===== src/rtl/pcie_trans_pkg.sv =====
// rtl/pcie_trans_pkg.sv - shared encodings for the destination drain arbiter
package pcie_trans_pkg;

    typedef enum logic [1:0] {
        ST_IDLE   = 2'd0,
        ST_GRANT0 = 2'd1,
        ST_GRANT1 = 2'd2
    } arb_state_t;

    localparam logic DEST_D0 = 1'b0;
    localparam logic DEST_D1 = 1'b1;

    localparam int DEFAULT_BITNUMBER = 6;

endpackage


===== src/rtl/drain_cnt.sv =====
// rtl/drain_cnt.sv - per-destination word counter; DEST_DRAIN_CNT_SAT_EN selects saturate instead of wrap
module drain_cnt #(
    parameter int CNT_WIDTH = 8
) (
    input  logic                 clk,
    input  logic                 reset,
    input  logic                 i_inc,
    output logic [CNT_WIDTH-1:0] o_cnt
);

    localparam logic [CNT_WIDTH-1:0] CNT_ONE = CNT_WIDTH'(1);

    logic [CNT_WIDTH-1:0] r_cnt;

    always_ff @(posedge clk or posedge reset) begin
        if (reset) begin
            r_cnt <= '0;
        end else if (i_inc) begin
`ifdef DEST_DRAIN_CNT_SAT_EN
            if (r_cnt != '1) begin
                r_cnt <= r_cnt + CNT_ONE;
            end
`else
            r_cnt <= r_cnt + CNT_ONE;
`endif
        end
    end

    assign o_cnt = r_cnt;

endmodule


===== src/rtl/dest_drain_arb.sv =====
// rtl/dest_drain_arb.sv - round-robin burst-limited drain of D0/D1 FIFOs into one tagged stream; DEST_DRAIN_CNT_SAT_EN saturates counters
module dest_drain_arb
    import pcie_trans_pkg::*;
#(
    parameter int BITNUMBER = DEFAULT_BITNUMBER,
    parameter int BURST     = 4,
    parameter int CNT_WIDTH = 8
) (
    input  logic                 clk,
    input  logic                 reset,
    input  logic                 enable,
    input  logic                 can_pop0,
    input  logic                 can_pop1,
    input  logic                 valid_in0,
    input  logic                 valid_in1,
    input  logic [BITNUMBER-1:0] data_in0,
    input  logic [BITNUMBER-1:0] data_in1,
    output logic                 pop0,
    output logic                 pop1,
    output logic [BITNUMBER-1:0] data_out,
    output logic                 valid_out,
    output logic                 dest_out,
    output logic [CNT_WIDTH-1:0] cnt0,
    output logic [CNT_WIDTH-1:0] cnt1,
    output logic                 collision
);

    localparam int            BW         = $clog2(BURST + 1);
    localparam logic [BW-1:0] BURST_LAST = BW'(BURST - 1);
    localparam logic [BW-1:0] BURST_ONE  = BW'(1);

    arb_state_t          r_state, w_state_nxt;
    logic [BW-1:0]       r_burst_cnt, w_burst_nxt;
    logic                r_last_grant, w_last_nxt;
    logic                w_pop0, w_pop1;
    logic                w_cur_id, w_cur_can, w_oth_can, w_cur_pop, w_exit;

    logic [BITNUMBER-1:0] r_data;
    logic                 r_valid;
    logic                 r_dest;
    logic                 r_collision;

    always_comb begin
        w_pop0 = (r_state == ST_GRANT0) && enable && can_pop0;
        w_pop1 = (r_state == ST_GRANT1) && enable && can_pop1;
    end

    always_ff @(posedge clk or posedge reset) begin
        if (reset) begin
            r_state      <= ST_IDLE;
            r_burst_cnt  <= '0;
            r_last_grant <= DEST_D1;
        end else begin
            r_state      <= w_state_nxt;
            r_burst_cnt  <= w_burst_nxt;
            r_last_grant <= w_last_nxt;
        end
    end

    // On burst end the other destination wins if ready; otherwise the same one restarts a fresh burst.
    always_comb begin
        w_state_nxt = r_state;
        w_burst_nxt = r_burst_cnt;
        w_last_nxt  = r_last_grant;
        w_cur_id    = (r_state == ST_GRANT1);
        w_cur_can   = w_cur_id ? can_pop1 : can_pop0;
        w_oth_can   = w_cur_id ? can_pop0 : can_pop1;
        w_cur_pop   = w_pop0 | w_pop1;
        w_exit      = (w_cur_pop && (r_burst_cnt == BURST_LAST)) || !w_cur_can || !enable;
        case (r_state)
            ST_IDLE: begin
                if (enable && can_pop0 && ((r_last_grant == DEST_D1) || !can_pop1)) begin
                    w_state_nxt = ST_GRANT0;
                end else if (enable && can_pop1) begin
                    w_state_nxt = ST_GRANT1;
                end
            end
            ST_GRANT0, ST_GRANT1: begin
                if (w_exit) begin
                    w_burst_nxt = '0;
                    w_last_nxt  = w_cur_id;
                    if (enable && w_oth_can) begin
                        w_state_nxt = w_cur_id ? ST_GRANT0 : ST_GRANT1;
                    end else if (enable && w_cur_can) begin
                        w_state_nxt = r_state;
                    end else begin
                        w_state_nxt = ST_IDLE;
                    end
                end else begin
                    w_burst_nxt = r_burst_cnt + BURST_ONE;
                end
            end
            default: begin
                w_state_nxt = ST_IDLE;
            end
        endcase
    end

    // D0 wins a same-cycle collision; the D1 word is dropped and only flagged.
    always_ff @(posedge clk or posedge reset) begin
        if (reset) begin
            r_data      <= '0;
            r_valid     <= 1'b0;
            r_dest      <= DEST_D0;
            r_collision <= 1'b0;
        end else begin
            if (valid_in0) begin
                r_data  <= data_in0;
                r_dest  <= DEST_D0;
                r_valid <= 1'b1;
            end else if (valid_in1) begin
                r_data  <= data_in1;
                r_dest  <= DEST_D1;
                r_valid <= 1'b1;
            end else begin
                r_valid <= 1'b0;
            end
            if (valid_in0 && valid_in1) begin
                r_collision <= 1'b1;
            end
        end
    end

    drain_cnt #(.CNT_WIDTH(CNT_WIDTH)) u_cnt0 (
        .clk   (clk),
        .reset (reset),
        .i_inc (valid_in0),
        .o_cnt (cnt0)
    );

    drain_cnt #(.CNT_WIDTH(CNT_WIDTH)) u_cnt1 (
        .clk   (clk),
        .reset (reset),
        .i_inc (valid_in1 && !valid_in0),
        .o_cnt (cnt1)
    );

    assign pop0      = w_pop0;
    assign pop1      = w_pop1;
    assign data_out  = r_data;
    assign valid_out = r_valid;
    assign dest_out  = r_dest;
    assign collision = r_collision;

endmodule


===== config.mk =====
export PLATFORM = sky130hd
export DESIGN_NAME = dest_drain_arb
export DESIGN_NICKNAME = d
export VERILOG_FILES = /design/src/rtl/pcie_trans_pkg.sv /design/src/rtl/drain_cnt.sv /design/src/rtl/dest_drain_arb.sv
export SDC_FILE = /design/constraint.sdc
export NUM_CORES = 1
export LEC_CHECK = 0
export CORE_UTILIZATION = 55
export CTS_CLUSTER_SIZE = 14
export DETAILED_ROUTE_END_ITERATION = 10
export DONT_BUFFER_PORTS = 1
export GPL_ROUTABILITY_DRIVEN = 1
export PLACE_DENSITY_LB_ADDON = 0.15
export SLEW_MARGIN = 20
export SYNTH_ARGS = -nofsm -noshare
export SYNTH_HDL_FRONTEND = slang
export SYNTH_HIERARCHICAL = 1
export SYNTH_SLANG_ARGS = --single-unit

===== constraint.sdc =====
create_clock -name clk -period 2.2 [get_ports clk]
set_input_delay 0.44 -clock clk [delete_from_list [all_inputs] [get_ports clk]]
set_output_delay 0.44 -clock clk [all_outputs]
set_load 0.03 [all_outputs]

=== Word-level counts from Yosys, hierarchy flattened ===
Index checks and enable logic that the tools add are counted.

* Bits in registers: 31
* Output and inout bits: 27
* Word-level logic and storage cells: 59

* Add/subtract/negate cells: 3
* Eq/ne operators: 6
* Multiplexer cells: 16
* Bitwise logic cells: 1
* Reduce and logical (&&, ||, !) cells: 24

{| class="wikitable"
|+ Operator list
! operator !! count
|-
| $add A8 B1 Y8 const B || 2
|-
| $logic_and A1 B1 Y1 || 12
|-
| $mux W2 || 6
|-
| $mux W6 || 2
|-
| $mux W1 || 6
|-
| $ne A3 B3 Y1 const B || 2
|-
| $logic_not A1 Y1 || 4
|-
| $pmux W2 S2 || 1
|-
| $add A3 B1 Y3 const B || 1
|-
| $eq A3 B2 Y1 const B || 1
|-
| $logic_or A1 B1 Y1 || 3
|-
| $mux W3 || 1
|-
| $reduce_and A3 Y1 || 1
|-
| $eq A2 B1 Y1 const B || 1
|-
| $eq A2 B2 Y1 const B || 1
|-
| $logic_not A2 Y1 || 1
|-
| $ne A2 B2 Y1 const B || 1
|-
| $reduce_and A2 Y1 || 1
|-
| $reduce_bool A2 Y1 || 1
|-
| $reduce_or A2 Y1 || 1
|-
| $or A1 B1 Y1 || 1
|}

=== Logic depth before layout (Yosys ltp) ===
* Depth in word-level cells: 9
* Gate-level depth with buffers: 6
* Mapped depth without buffers: 6

=== Cells and area by module ===
Netlist, hierarchy kept.

{| class="wikitable"
|+ Modules (own cells, without submodules)
! module !! times used !! cells each !! area each (sq um)
|-
| dest_drain_arb || 1 || 87 || 834.6
|-
| drain_cnt || 2 || 27 || 345.3
|}

=== Worst setup path before layout ===
Ideal clock, no wire load.

* Path type: in2reg
* Start: input port valid_in1
* End: register u_cnt1.r_cnt[7], in the netlist u_cnt1/o_cnt[7]
* Library setup time: 0.080 ns
* Data arrival time: 1.739 ns
* Slack: 0.381 ns
* Stages on the path: 5
* Path buffers: 1
* Cells stage by stage: clkbuf_1 -> nor2b_1 -> nand4_2 -> nor3_2 -> xor2_1

* Cells in the longest elaborated chain, start to end: 1

{| class="wikitable"
|+ Ends and longest elaborated chain
! element !! line !! text
|-
| start: declaration || dest_drain_arb.sv:15 || <nowiki>input logic valid_in1,</nowiki>
|-
| $logic_and A1 B1 Y1 || dest_drain_arb.sv:134 || <nowiki>.i_inc (valid_in1 && !valid_in0),</nowiki>
|-
| end signal: assignment || drain_cnt.sv:24 || <nowiki>r_cnt <= r_cnt + CNT_ONE;</nowiki>
|-
| end: declaration || drain_cnt.sv:13 || <nowiki>logic [CNT_WIDTH-1:0] r_cnt;</nowiki>
|}

No other way between the ends.
A chain may end at the register's enable or synchronous reset.

=== Worst setup path in the final report ===
* Start: register r_state[0]
* End: output port pop1

* Cells in the longest elaborated chain, start to end: 3

{| class="wikitable"
|+ Ends and longest elaborated chain
! element !! line !! text
|-
| start: declaration || dest_drain_arb.sv:32 || <nowiki>arb_state_t r_state, w_state_nxt;</nowiki>
|-
| start signal: assignment || dest_drain_arb.sv:54 || <nowiki>r_state <= w_state_nxt;</nowiki>
|-
| $eq A2 B2 Y1 || - ||
|-
| via w_cur_id || dest_drain_arb.sv:36 || <nowiki>logic w_cur_id, w_cur_can, w_oth_can, w_cur_pop, w_exit;</nowiki>
|-
| $logic_and A1 B1 Y1 (2 in series) || dest_drain_arb.sv:45 || <nowiki>w_pop1 = (r_state == ST_GRANT1) && enable && can_pop1;</nowiki>
|-
| end: declaration || dest_drain_arb.sv:19 || <nowiki>output logic pop1,</nowiki>
|}

The timed path passes the listed nets, and every way through them passes these cells.

==> summary.md <==
| Metric | Value |
|---|---|
| Status | completed |
| Clock sink total | 31 |
| Post-synth cell types | 32 |
| Post-synth net total | 168 |
| Seq cells post-synth | 31 |
| Total Die Area | 2988 sq um |
| Max clock buf depth | 2 |
| Slew HR | 62.75% |
| Largest net degree at the start of global routing | 23 |
| Area Growth Syn to Fin | 8.532% |
| Filler cells | 212 |
| Critical path cell sequence | inv_1, ha_1, and3_1 |
| Number of iterations in the first detailed-routing pass | 4 |
| Crit-path leading delay family | flip-flops |
| Gate power share | 26.4% |
| Initial detailed-routing violation count | 12 |
| First-pass GRT wire length | 3.788 mm |
| Post-synthesis async set-or-reset flop share | 100.0% |
| I/O Buffers | 0 |
| Hold Crit Class | input port to asynchronous set/reset pin |
| Post-Syn Area | 1525 sq um |
| Fraction of the cycle the final worst path needs | 90.05% |
| Count leader, synth | dfrtp_1 |
| Layout cells sized above 1 | 11.49% |
| Avg Inst Size Synth | 10.82 sq um |
| P_int | 1.297 mW |
| Vias per cell | 5.601 |
| Setup CP Type | register to primary output |
| Clock Power Share | 20.7% |
| Flop pwr share | 53.0% |
| Resized cells post-CTS | 0 |
| Initial antenna violation count | 0 |
| CP max-delay cell | dfrtp_1 |
| RR Endpoint | r_state[0] |
| Final setup fails | 0 |
| Number of synthesized flops with an enable pin | 0 |
| Total power | 2.261 mW |
| Max-slew violation count | 0 |
| ANT cells | 0 |
| Total placed cells including tap cells | 169 |
| CORE AREA | 2545 sq um |
| Non-Filler Instances | 178 |
| Sw Share | 42.63% |
| Maximum clock rate | 504.8 MHz |
| Finished Cell Area | 1655 sq um |
| GPL Wtd Cong | 0.7348 |
| Slew @ Worst Pin | 558.1 ps |
| FF-to-FF setup slack | 350 ps |
| Dpl cell area | 1559 sq um |
| Setup total negative slack | 0 ps |
| Place WS | 356.8 ps |
| RSZ-0062 raised after global routing | false |
| Worst Skew | 8.912 ps |
| Final hold vios | 0 |
| Sw Pwr | 0.9638 mW |
| H-Tree Level Count | 2 |
| Max_cap viols | 0 |
| Leakage power | 0.7867 nW |
| Crit. End Element | primary output |
| CP max stage delay | 420 ps |
| Initial Util | 59.93% |
| Crit path time final | 1981 ps |
| Reg2reg start | r_state[0] |
| Setup Fix Bufs, Post-CTS | 0 |
| Number of nets in the layout | 174 |
| Critical path launch point type | register |
| Post-layout util | 65.04% |
| Critical path buffers and inverters | 1 |
| Row Count | 18 |
| Synth top area share | 49.22% |
| Detailed Route WL | 2.563 mm |
| Dominant synthesized flop cell | dfrtp_1 |
| FF-to-FF path depth | 5 |
| Yosys warnings | 6 |
| Worst EP required | 1760 ps |
| Area leader, netlist | dfrtp_1 |
| Total CTS buffers | 5 |
| Die Span X | 54.66 um |
| Clk slew on worst S/H paths | 110 ps |
| Pwr dens | 1366 nW/um^2 |
| Root buffer cell | clkbuf_4 |
| Worst-skew pair later-pin latency | 340 ps |
| Final WS setup | 219.0 ps |
| HPWL after DPL | 1.883 mm |
| Sequential area share after synthesis | 50.94% |
| GRT overflow | 0 |
| Post-DRT Antenna Nets | 0 |
| Hold_ws | 20.97 ps |
| Die Ht | 54.66 um |
| GRT Overall Usage | 19.21% |
| Worst vdd ir | 0.9335 mV |
| CTS tree | yes |
| Critical path fanouts, max | 8 |
| Crit path arrival time | 1540 ps |
| DRC | 0 |
| Number of global-route vias before repair | 909 |
| Per-cell routed wire length | 14.40 um |
| Synth area leaders | dfrtp_1 49%, ha_1 6.6%, xnor2_1 4.6% |
| Io pins | 46 |
| Post-Synthesis Cells | 141 |
| Vias | 997 |
| Synth cell count leaders | 30 x dfrtp_1, 16 x nand2_1, 11 x o21ai_0 |
==> layer usage <==
| layer | part of all wire [%] | GRT usage [%] | wire length [um] |
|---|---|---|---|
| met1 | 43 | 22.06 | 1106 |
| met4 | 1.8 | 9.402 | 45 |
| met3 | 6.9 | 10.83 | 178 |
| met2 | 48 | 28.51 | 1233 |
| met5 | 0 | 0 | 0 |
==> cells by family (layout without fill, tap and decap cells) <==
group           count (synthesis)  in the layout  share of synthesized area, %
compound gates                 21             21                         8.204
xor+xnor                       14             14                         8.040
fa+ha+maj                       8              8                         6.563
buf+inv                        13             20                         3.200
flops                          31             31                         50.94
mux                            10             10                         6.891
simple gates                   44             44                         16.16
==> registers in the layout (all words and copies together), names as in the netlist <==
| signal | cells |
|---|---|
| r_last_grant | 1 |
| dest_out | 1 |
| u_cnt1/o_cnt | 8 |
| u_cnt0/o_cnt | 8 |
| r_state | 2 |
| valid_out | 1 |
| data_out | 6 |
| r_burst_cnt | 3 |
| collision | 1 |
==> power groups by stage <==
stage / logic [mW] / registers [mW] / clock network, mW
after floorplan: 0.501 / 1.16 / 0
after global placement: 0.556 / 1.20 / 0
after detailed placement: 0.594 / 1.21 / 0
after CTS: 0.598 / 1.20 / 0.477
after global routing: 0.674 / 1.23 / 0.509
final: 0.596 / 1.20 / 0.467
==> cell usage in the layout (no fill, tap or decap), types with 2 or more instances in the layout <==
| master | instances |
|---|---|
| xor2_1 | 6 |
| xnor2_1 | 8 |
| nand2b_1 | 3 |
| mux2_1 | 2 |
| ha_1 | 8 |
| and3_1 | 4 |
| nand4_2 | 2 |
| mux2_2 | 2 |
| nand2_1 | 16 |
| dfrtp_1 | 30 |
| mux2i_1 | 6 |
| inv_1 | 10 |
| nor3_2 | 2 |
| nand4_1 | 5 |
| o21ai_0 | 11 |
| o22ai_1 | 2 |
| nor2_1 | 5 |
| clkbuf_4 | 5 |
| nor2b_1 | 2 |
| a21oi_1 | 2 |
==> repair_timing <==
item | CTS | global route
setup endpoints to repair | 0 | 0
endpoints found under the hold margin | 16 | 0
hold buffers | 1 | 0
==> cell type report <==
type	count	area [sq um]	area share, %
flip-flops and latches	31	777.0	46.94
inverters	10	37.54	2.268
clock buffers	6	51.30	3.099
well taps	30	37.54	2.268
repair buffers	2	17.52	1.058
multi-input cells	97	699.4	42.25
clock inverters	2	35.03	2.116
==> how the worst max path moves through the flow <==
stage,slack (ps),to,startpoint,cells past startpoint
3_5_place_dp,360,r_state[0],r_state[0],5
6_report,220,pop1,r_state[0],3
5_1_grt,110,pop1,r_state[0],3
2_1_floorplan,380,u_cnt1/o_cnt[7],valid_in1,5
4_1_cts,210,pop1,r_state[0],3
3_3_place_gp,440,r_state[0],r_state[0],5
No activity file was read; power rests on OpenSTA's default activity.
